--- config.mk ---
export PLATFORM = sky130hd
export DESIGN_NAME = truth_table_sweeper
export DESIGN_NICKNAME = d
export VERILOG_FILES = /design/src/rtl/truth_table_sweeper.sv
export SDC_FILE = /design/constraint.sdc
export NUM_CORES = 1
export LEC_CHECK = 0
export CAP_MARGIN = 5
export CORE_MARGIN = 2
export CORE_UTILIZATION = 60
export CTS_BUF_LIST = sky130_fd_sc_hd__clkbuf_4
export DETAILED_ROUTE_END_ITERATION = 10
export DONT_BUFFER_PORTS = 1
export GPL_TIMING_DRIVEN = 0
export PLACE_DENSITY_LB_ADDON = 0.15
export SLEW_MARGIN = 20
export SYNTH_ARGS = -nofsm -noshare
export SYNTH_HDL_FRONTEND = slang
export SYNTH_SLANG_ARGS = --single-unit
--- constraint.sdc ---
create_clock -name clk -period 3.44 [get_ports clk]
set_input_delay 0.516 -clock clk [delete_from_list [all_inputs] [get_ports clk]]
set_output_delay 0.516 -clock clk [all_outputs]
set_load 0.03 [all_outputs]
--- src/rtl/truth_table_sweeper.sv ---
// truth_table_sweeper: exhaustive on-chip stimulus-and-check engine for a
// combinational gate with N_IN inputs and a single output. Each input vector
// is held for HOLD cycles; the gate output is sampled on the last cycle of the
// hold window and compared with a golden truth table latched at start.
//
// Handshake: start is a single-cycle request, honoured only while idle.
// busy is high for every cycle of the sweep. done is a single-cycle pulse
// in the cycle after the last compare. pass, err_count and first_err_idx
// remain valid from that pulse until the next accepted start.
//
// Optional build macro TRUTH_TABLE_SWEEPER_STOP_ON_ERR_EN: when defined, the
// sweep ends at the first mismatching vector, and stim stays at that vector.
// When it is undefined, the full sweep always runs.
module truth_table_sweeper #(
    parameter int N_IN = 2,
    parameter int HOLD = 10
) (
    input  logic                 clk,
    input  logic                 rst,
    input  logic                 start,
    input  logic [2**N_IN-1:0]   golden,
    input  logic                 dut_out,
    output logic [N_IN-1:0]      stim,
    output logic                 busy,
    output logic                 done,
    output logic                 pass,
    output logic [N_IN:0]        err_count,
    output logic [N_IN-1:0]      first_err_idx,
    output logic [1:0]           dbg_state
);

    localparam logic [1:0] IDLE = 2'd0;
    localparam logic [1:0] RUN  = 2'd1;
    localparam logic [1:0] FIN  = 2'd2;

    localparam logic [7:0]      HOLD_LAST = 8'(HOLD - 1);
    localparam logic [N_IN-1:0] STIM_MAX  = {N_IN{1'b1}};

    logic [1:0]          state_q, state_d;
    logic [7:0]          hold_q, hold_d;
    logic [N_IN-1:0]     stim_q, stim_d;
    logic [2**N_IN-1:0]  golden_q, golden_d;
    logic [N_IN:0]       err_q, err_d;
    logic [N_IN-1:0]     fei_q, fei_d;
    logic                pass_q, pass_d;

    logic                mismatch;
    logic [N_IN:0]       err_next;

    // Compare result for the vector currently on stim; only acted on at hold end.
    always_comb begin
        mismatch = (dut_out != golden_q[stim_q]);
        err_next = err_q + (N_IN+1)'(mismatch);
    end

    // Next-state logic for the sweep FSM and its datapath.
    always_comb begin
        state_d  = state_q;
        hold_d   = hold_q;
        stim_d   = stim_q;
        golden_d = golden_q;
        err_d    = err_q;
        fei_d    = fei_q;
        pass_d   = pass_q;
        case (state_q)
            IDLE: begin
                if (start) begin
                    golden_d = golden;
                    err_d    = '0;
                    fei_d    = '0;
                    pass_d   = 1'b0;
                    hold_d   = '0;
                    stim_d   = '0;
                    state_d  = RUN;
                end
            end
            RUN: begin
                if (hold_q == HOLD_LAST) begin
                    err_d = err_next;
                    if (mismatch && (err_q == '0)) begin
                        fei_d = stim_q;
                    end
`ifdef TRUTH_TABLE_SWEEPER_STOP_ON_ERR_EN
                    if (mismatch) begin
                        // Stop on the failing vector; stim stays frozen there.
                        pass_d  = 1'b0;
                        state_d = FIN;
                    end else if (stim_q == STIM_MAX) begin
                        pass_d  = (err_next == '0);
                        state_d = FIN;
                    end else begin
                        stim_d = stim_q + 1'b1;
                        hold_d = '0;
                    end
`else
                    if (stim_q == STIM_MAX) begin
                        pass_d  = (err_next == '0);
                        state_d = FIN;
                    end else begin
                        stim_d = stim_q + 1'b1;
                        hold_d = '0;
                    end
`endif
                end else begin
                    hold_d = hold_q + 8'd1;
                end
            end
            FIN: begin
                state_d = IDLE;
            end
            default: begin
                state_d = IDLE;
            end
        endcase
    end

    // State registers, cleared asynchronously so reset acts mid-sweep.
    always_ff @(posedge clk or posedge rst) begin
        if (rst) begin
            state_q  <= IDLE;
            hold_q   <= '0;
            stim_q   <= '0;
            golden_q <= '0;
            err_q    <= '0;
            fei_q    <= '0;
            pass_q   <= 1'b0;
        end else begin
            state_q  <= state_d;
            hold_q   <= hold_d;
            stim_q   <= stim_d;
            golden_q <= golden_d;
            err_q    <= err_d;
            fei_q    <= fei_d;
            pass_q   <= pass_d;
        end
    end

    // Status outputs follow the registered state directly.
    always_comb begin
        stim          = stim_q;
        busy          = (state_q == RUN);
        done          = (state_q == FIN);
        pass          = pass_q;
        err_count     = err_q;
        first_err_idx = fei_q;
        dbg_state     = state_q;
    end

endmodule

# Word level (Yosys, flattened, before mapping)
# Index checks and enable logic that the tools add are counted.
# word_totals
output_inout_bits	12
ff_bits	22
in_bits	8
wordCells	58
# classes
n_lt_le_gt_ge	1
mux	24
n_eq_ne	11
addsub	3
n_reduce_logical	12
# ops
cell	count
2-to-1 mux 8 bit	3
2-to-1 mux 2 bit	8
case mux 8 bit (2 select lines)	1
case mux 2 bit (2 select lines)	3
AND reduction 4 bit	3
AND reduction 3 bit	3
adder 8 x 1 -> 8 bit (second input constant)	1
== test 8 x 4 -> 1 bit (second input constant)	1
zero test 3 bit	2
2-to-1 mux 3 bit	2
!= test 2 x 1 -> 1 bit (second input constant)	3
case mux 3 bit (2 select lines)	1
== test 2 bit (second input constant)	2
2-to-1 mux 1 bit	4
!= test 2 bit (second input constant)	2
adder 3 x 1 -> 3 bit	1
< comparator 2 x 3 -> 1 bit (second input constant)	1
!= test 3 bit (second input constant)	1
adder 2 x 1 -> 2 bit (second input constant)	1
binary-select mux 1 bit (select 2 bit)	1
== test 2 x 1 -> 1 bit (second input constant)	1
zero test 2 bit	1
case mux 1 bit (2 select lines)	1
AND reduction 2 bit	1
other kinds (3)	3

# Longest topological paths before layout
# Gate-level depths: netlist of run 1.
# depth
ltp_word	8
mapped_depth	7
mapped_depth_nobuf	7

# Least setup slack after synthesis of run 1
# No wires, ideal clock.
# synth_path
kind	register -> register
startpoint	register stim_q[0] (netlist: stim[0])
endpoint	register pass_q (netlist: pass)
period_less_slack_ns	2.139
stages_incl_launch_ff	6
setup_slack_ns	1.301
t_arrival_ns	2.035
t_required_ns	3.336
path_cell_list	dfrtp_1 mux4_2 xor2_1 ha_1 ha_1 o41ai_2
# synth_between
elab_chain_len	8
word_cells_on_any_way	11
cone_classes	add/sub: 1; eq/ne: 3; mux: 5; reduce/logical: 2
# synth_rtl
element	line	source
start, declared	41	logic [N_IN-1:0] stim_q, stim_d;
start signal, assigned	130	stim_q <= stim_d;
binary-select mux 1 bit (select 2 bit)	52	mismatch = (dut_out != golden_q[stim_q]);
2-to-1 mux 1 bit (not written as such)	52	
!= test 1 bit	52	
adder 3 x 1 -> 3 bit	53	err_next = err_q + (N_IN+1)'(mismatch);
zero test 3 bit	97	pass_d = (err_next == '0);
2-to-1 mux 1 bit	96	if (stim_q == STIM_MAX) begin
2-to-1 mux 1 bit	78	if (hold_q == HOLD_LAST) begin
case mux 1 bit (2 select lines)	65	case (state_q)
end signal, assigned	134	pass_q <= pass_d;
end, declared	45	logic pass_q, pass_d;
# Parallel ways exist; a longest one is shown, timed or not. The select of a mux whose other input is x is not followed.
# A chain may end at the register's enable or synchronous reset.

# Worst setup path after layout of run 1
# Ends and elaborated chain as after synthesis.

==> results.json, run 1 <==
{
  "slew_headroom_pct": 45.3,
  "fin_crit_sh_pct": 66.3,
  "fmax_ghz": 0.439,
  "syn2layout_area_growth_pct": 4.68,
  "fin_area_mm2": 0.00126,
  "fin_hold_ws_ns": 0.247,
  "syn_nets": 136,
  "internal_power_uw": 542,
  "netlist_area_mm2": 0.00120,
  "drtAntennaViolNets": 0,
  "setup_violations": 0,
  "seq_power_share_pct": 55.2,
  "worst_slew_pin_slew_ns": 0.820,
  "synth_top_cell_by_area": "dfrtp_1",
  "detailed_place_hpwl_mm": 1.69,
  "post_cts_buffers": 0,
  "viasPerCell": 5.84,
  "drtPass1Iterations": 4,
  "grt_max_degree": 23,
  "power_uw": 956,
  "grt_usage_pct": 21.6,
  "yosysSeqAreaShare_pct": 45.8,
  "die_w_um": 48.8,
  "grt_first_pass_wirelength_mm": 3.95,
  "tritoncts": "yes",
  "dr.first_iter.drc_count": 30,
  "crit_arrival_ns": 2.48,
  "slew_violations": 0,
  "gr-total-overflow": 0,
  "synth_ff_type": "dfrtp_1",
  "hold_class": "input pin to async pin",
  "coreArea_mm2": 0.00192,
  "cts_sinks": 22,
  "grt_pass1_vias": 878,
  "cp.required_ns": 3.64,
  "cts-buffers-inserted": 3,
  "synth_cells": 123,
  "antennaDiodeCount": 0,
  "ys_top_cells_by_area": "dfrtp_1 46%, nand2_1 7.5%, ha_1 5.2%, o21ai_0 3.7%, inv_1 2.2%",
  "nNetsFinal": 141,
  "pre_cts_ws_ns": 1.18,
  "power.share.switching_pct": 43.3,
  "cts.clk_slew.worst_paths_ns": 0.11,
  "synth_edf_count": 0,
  "clk_path_buf_depth": 2,
  "cts_resized": 0,
  "regToRegStartpoint": "stim[0]$_DFFE_PP0P_",
  "avgSynthCellArea_um2": 9.78,
  "dieArea_mm2": 0.00238,
  "gp_congestion": 0.853,
  "critical_path.cell_chain": "mux4_2, xor2_1, ha_1, ha_1, o41ai_2",
  "rsz0062_at_grt": "no",
  "yosys_register_bits": 22,
  "postCtsHoldBufs": 0,
  "final.setup.tns_ns": 0,
  "yosysUniqueCellTypes": 39,
  "port_buffers": 0,
  "worst_slack_ns": 1.16,
  "start_util_pct": 62.6,
  "rows": 16,
  "htree_levels": 1,
  "hold_viol_final": 0,
  "power_frac_comb_pct": 32.9,
  "p_sw_uw": 414,
  "fillCellCount": 164,
  "crit_slowest_cell": "dfrtp_1",
  "cpMostUsedCell": "ha_1",
  "status": "complete, no violations",
  "pwr_density_cell_mw_per_mm2": 760,
  "cpPeakStageDelay_ns": 0.64,
  "period_needed_ns": 2.28,
  "clockPowerShare_pct": 11.9,
  "ys_warn_count": 0,
  "routed_wl_mm": 2.24,
  "p_leak_uw": 0.000584,
  "worstSkewPairLatency_ns": 0.30,
  "wire_per_inst_um": 14.6,
  "place_area_mm2": 0.00124,
  "cts_root_buf": "clkbuf_4",
  "drc": 0,
  "ys_async_sr_fraction_pct": 100,
  "start_kind": "flop",
  "drive_above_1_share_pct": 11.9,
  "path_class": "flop to flop",
  "critPathCaptureType": "flop",
  "vias": 893,
  "peakVddDrop_v": 0.000526,
  "fin_worst_skew_ns": 0.00172,
  "die_y_um": 48.8,
  "ios": 20,
  "path_max_fanout": 6,
  "crit_path_start": "stim[0]$_DFFE_PP0P_",
  "synth_top_area_share_pct": 45.8,
  "cap_viol_max_count": 0,
  "grt_antenna_before_repair": 0
}
## logic make-up (layout without fill, tap and decap cells)
kind of cell | count (synthesis) | count (layout) | synth area share [%]
flops | 22 | 22 | 45.8
mux | 3 | 3 | 3.54
buf+inv | 10 | 13 | 4.37
fa+ha+maj | 5 | 5 | 5.20
xor+xnor | 3 | 3 | 2.19
compound gates | 29 | 29 | 16.4
simple gates | 51 | 51 | 22.5
## state kept, by name, summed over array words and instances (netlist names)
signal         cells
dbg_state          2
first_err_idx      2
golden_q           4
pass               1
hold_q             8
err_count          3
stim               2
## metal layers
metal / vias to the layer above / share of wire, % / global-route usage [%]
met5: - / 0 / 0
met2: 23 / 50 / 34.9
met1: 423 / 44 / 28.2
met4: 0 / 1.7 / 11.0
met3: 4 / 4.6 / 3.40
li1: 443 / - / -
## power groups by stage
stage	registers [uW]	clock network [uW]	logic [uW]
global route	545	128	364
detailed placement	535	0	316
CTS	528	117	316
global placement	530	0	303
floorplan	506	0	269
finish	528	113	315
## area by class of cell
class | count | area (um2) | area share (%)
well taps | 27 | 33.8 | 2.68
clock buffers | 3 | 22.5 | 1.79
inverters | 7 | 26.3 | 2.09
multi-input cells | 91 | 599 | 47.6
flip-flops and latches | 22 | 551 | 43.7
plain buffers | 3 | 26.3 | 2.09
## path summary, 6_finish.rpt
path | to | slack (ns) | depth (start not counted)
max reg2reg | pass$_DFFE_PP0P_ | 1.16 | 5
min | hold_q[6]$_DFFE_PP0P_ | 0.25 | 1
min in group clk | golden_q[1]$_DFFE_PP0P_ | 0.32 | 2
min reg2reg | golden_q[1]$_DFFE_PP0P_ | 0.50 | 2
max | pass$_DFFE_PP0P_ | 1.16 | 5
max in group asynchronous | stim[0]$_DFFE_PP0P_ | 2.68 | 1
## cells in the mapped netlist (2+ instances only)
library cell,n
buf_4,2
nor2b_1,3
and3_1,2
nand2_1,24
a21oi_1,4
o21ai_0,9
ha_1,5
xor2_1,3
a22o_1,2
nor3_1,3
nand2b_1,2
a31oi_1,2
nand3_1,3
mux2i_1,2
inv_1,7
o31ai_1,3
dfrtp_1,22
nor2_1,4
## placed cells by master, fill, tap and decap left out, types with 2 or more instances in the layout
cell / count
a21oi_1: 4
mux2i_1: 2
inv_1: 7
o21ai_0: 9
nand2b_1: 2
dfrtp_1: 22
o31ai_1: 3
nor2_1: 4
buf_4: 2
nor2b_1: 3
a22o_1: 2
ha_1: 5
nor3_1: 3
nand3_1: 3
nand2_1: 24
and3_1: 2
xor2_1: 3
a31oi_1: 2
clkbuf_4: 3
## stage by stage
stage | utilization, % | cells
2_1_floorplan | - | 123
3_3_place_gp | 64.3 | 150
3_5_place_dp | 64.3 | 150
4_1_cts | 65.5 | 153
5_1_grt | 65.5 | 153
6_report | 65.5 | 153
## worst max-delay path: cells and delay by family (launching register included)
family / cells / cell delay (ns)
compound gates: 1 / 0.31
xor+xnor: 1 / 0.18
fa+ha+maj: 2 / 0.48
flops: 1 / 0.64
mux: 1 / 0.57
Note: power is estimated with default switching activity, not from simulation.
==> inputs of run 2 (changes only) <==
--- a/config.mk
+++ b/config.mk
@@ -7,7 +7,7 @@
 export LEC_CHECK = 0
 export CAP_MARGIN = 5
 export CORE_MARGIN = 2
-export CORE_UTILIZATION = 60
+export CORE_UTILIZATION = 58
 export CTS_BUF_LIST = sky130_fd_sc_hd__clkbuf_4
 export DETAILED_ROUTE_END_ITERATION = 10
 export DONT_BUFFER_PORTS = 1
==> constraint.sdc (replaced) <==
create_clock -name clk -period 1.9 [get_ports clk]
set_input_delay 0.285 -clock clk [delete_from_list [all_inputs] [get_ports clk]]
set_output_delay 0.285 -clock clk [all_outputs]
set_load 0.03 [all_outputs]
==> run 2 against run 1 <==
Against the previous run: first-iteration DRC count fell by 73%; wire length rose by 10%; cell area rose by 10%; critical path depth rose by 1; clock-buffer cell count did not move; combinational power rose by 140%; the flow now finishes with violations (setup timing); die area rose by 3.2%; utilization rose by 5.1 points; critical endpoint unchanged; largest cell class unchanged; sequential share of layout area fell by 3.6 points; non-clock buffer count rose by 4; global-route usage rose by 0.66 points; clock skew barely moved.
==> results.json, run 2 (same netlist as run 1, synthesis figures left out) <==
{
  "final_cell_mix": "22 x nand2_1, 18 x dfrtp_1, 9 x o21ai_0",
  "drtPass1Iterations": 3,
  "cts_root_buf": "clkbuf_4",
  "fillCellCount": 175,
  "ios": 20,
  "critPathCaptureType": "flop",
  "top_usage_layer": "met2",
  "routed_wl_mm": 2.47,
  "nNetsFinal": 145,
  "largest_register_ff_count": 8,
  "reg2reg_slack_ns": -0.23,
  "viasPerCell": 5.87,
  "pwr_density_cell_mw_per_mm2": 1410,
  "hold_viol_final": 0,
  "coreArea_mm2": 0.00196,
  "power_frac_comb_pct": 38.1,
  "cts-buffers-inserted": 3,
  "die_y_um": 49.5,
  "fin_cells": 158,
  "rsz0062_at_grt": "yes",
  "fin_hold_ws_ns": 0.0165,
  "drc": 0,
  "clk_path_buf_depth": 2,
  "rows": 16,
  "period_needed_ns": 2.13,
  "cap_viol_max_count": 0,
  "port_buffers": 0,
  "start_kind": "flop",
  "drtAntennaViolNets": 0,
  "start_util_pct": 61.3,
  "pre_cts_ws_ns": -0.247,
  "regMostFlops": "hold_q",
  "power.share.switching_pct": 44.0,
  "ff2ff_path_depth": 6,
  "grt_pass1_vias": 978,
  "antennaDiodeCount": 0,
  "final.setup.tns_ns": -0.635,
  "mostFrequentLayoutCell": "nand2_1",
  "crit_path_start": "stim[0]$_DFFE_PP0P_",
  "syn2layout_area_growth_pct": 15.2,
  "drive_above_1_share_pct": 27.5,
  "worst_slack_ns": -0.229,
  "worstSkewPairLatency_ns": 0.31,
  "use_met2_pct": 40.7,
  "register_area_um2": 556,
  "cp.required_ns": 2.11,
  "cts.clk_slew.worst_paths_ns": 0.12,
  "r2r_end": "pass$_DFFE_PP0P_",
  "htree_levels": 1,
  "gr-total-overflow": 0,
  "grtUsageMet3_pct": 4.24,
  "cts_sinks": 22,
  "tritoncts": "yes",
  "grt_first_pass_wirelength_mm": 4.23,
  "regToRegStartpoint": "stim[0]$_DFFE_PP0P_",
  "fin_crit_sh_pct": 112,
  "gp_congestion": 0.836,
  "multi_input_area_um2": 682,
  "peakVddDrop_v": 0.000921,
  "grt_use_met1_pct": 25.9,
  "internal_power_uw": 1100,
  "fmax_ghz": 0.470,
  "slew_headroom_pct": 44.2,
  "detailed_place_hpwl_mm": 1.70,
  "violations": "setup timing",
  "clockPowerShare_pct": 11.1,
  "dp_cells": 150,
  "grt_usage_pct": 22.3,
  "fin_worst_skew_ns": 0.00149,
  "hold_class": "input pin to async pin",
  "grt_max_degree": 23,
  "die_w_um": 49.5,
  "worst_slew_pin_slew_ns": 0.836,
  "slew_violations": 0,
  "path_max_fanout": 6,
  "p_leak_uw": 0.000607,
  "setup_violations": 5,
  "seq_power_share_pct": 50.8,
  "wire_per_inst_um": 15.6,
  "path_class": "flop to flop",
  "status": "finished, violations left",
  "worstSetupEndpoint": "pass$_DFFE_PP0P_",
  "p_sw_uw": 862,
  "dieArea_mm2": 0.00245,
  "dr.first_iter.drc_count": 8,
  "grt_antenna_before_repair": 0,
  "vias": 927,
  "crit_arrival_ns": 2.34
}
[run 2: cell types whose count changed in the layout (fill, tap and decap cells not counted), sizes merged]
cell / before / now
buf: 3 / 7
clkinv: 0 / 1
[run 2: area by class of cell]
class | instances | share of cell area [%]
multi-input cells | 91 | 49.2
flip-flops and latches | 22 | 40.1
well taps | 27 | 2.44
inverters | 7 | 2.26
repair buffers | 4 | 2.17
plain buffers | 3 | 1.90
clock buffers | 3 | 1.63
clock inverters | 1 | 0.271
[run 2: per-layer routing]
metal | vias to the layer above | share of wire, % | wire length (um)
met5 | - | 0 | 0
met4 | 0 | 1.1 | 26
met3 | 4 | 3.0 | 73
met2 | 12 | 53 | 1300
met1 | 456 | 43 | 1070
li1 | 455 | - | -
[run 2: how the worst min path moves through the flow]
stage	slack [ns]	from	end
3_3_place_gp	0.37	rst	hold_q[7]$_DFFE_PP0P_
3_5_place_dp	0.38	rst	hold_q[5]$_DFFE_PP0P_
4_1_cts	0.04	rst	hold_q[5]$_DFFE_PP0P_
6_report	0.02	rst	hold_q[7]$_DFFE_PP0P_
2_1_floorplan	0.27	rst	dbg_state[0]$_DFFE_PP0P_
5_1_grt	0.07	rst	hold_q[1]$_DFFE_PP0P_
[run 2: metrics by stage]
stage               cell area, um2  total power [uW]  utilization, %
global placement              1250              1550            63.8
global route                  1390              2110            70.6
detailed placement            1250              1580            63.8
CTS                           1330              1880            67.7
floorplan                     1220              1430               -
finish                        1390              1960            70.6
[run 2: repair_timing]
| item | 4_1_cts | 5_1_grt |
|---|---|---|
| gates resized for setup | 8 | 10 |
| hold endpoints to repair | 0 | 0 |
| pin swaps | 2 | 3 |
| buffers inserted | 1 | 3 |
| setup endpoints to repair | 12 | 16 |
| hold buffers | 0 | 0 |
[run 2: power groups by stage]
stage | registers [uW] | clock network (uW) | logic [uW]
2_1_floorplan | 923 | 0 | 508
3_3_place_gp | 975 | 0 | 572
3_5_place_dp | 980 | 0 | 600
4_1_cts | 970 | 223 | 691
5_1_grt | 1020 | 237 | 856
6_report | 995 | 218 | 746
[run 2: worst max-delay path, stage by stage (launching register included)]
cell,delay [ns]
dfrtp_2,0.54
mux4_2,0.58
xor2_2,0.21
ha_4,0.17
ha_4,0.16
xor2_1,0.15
o41ai_2,0.22
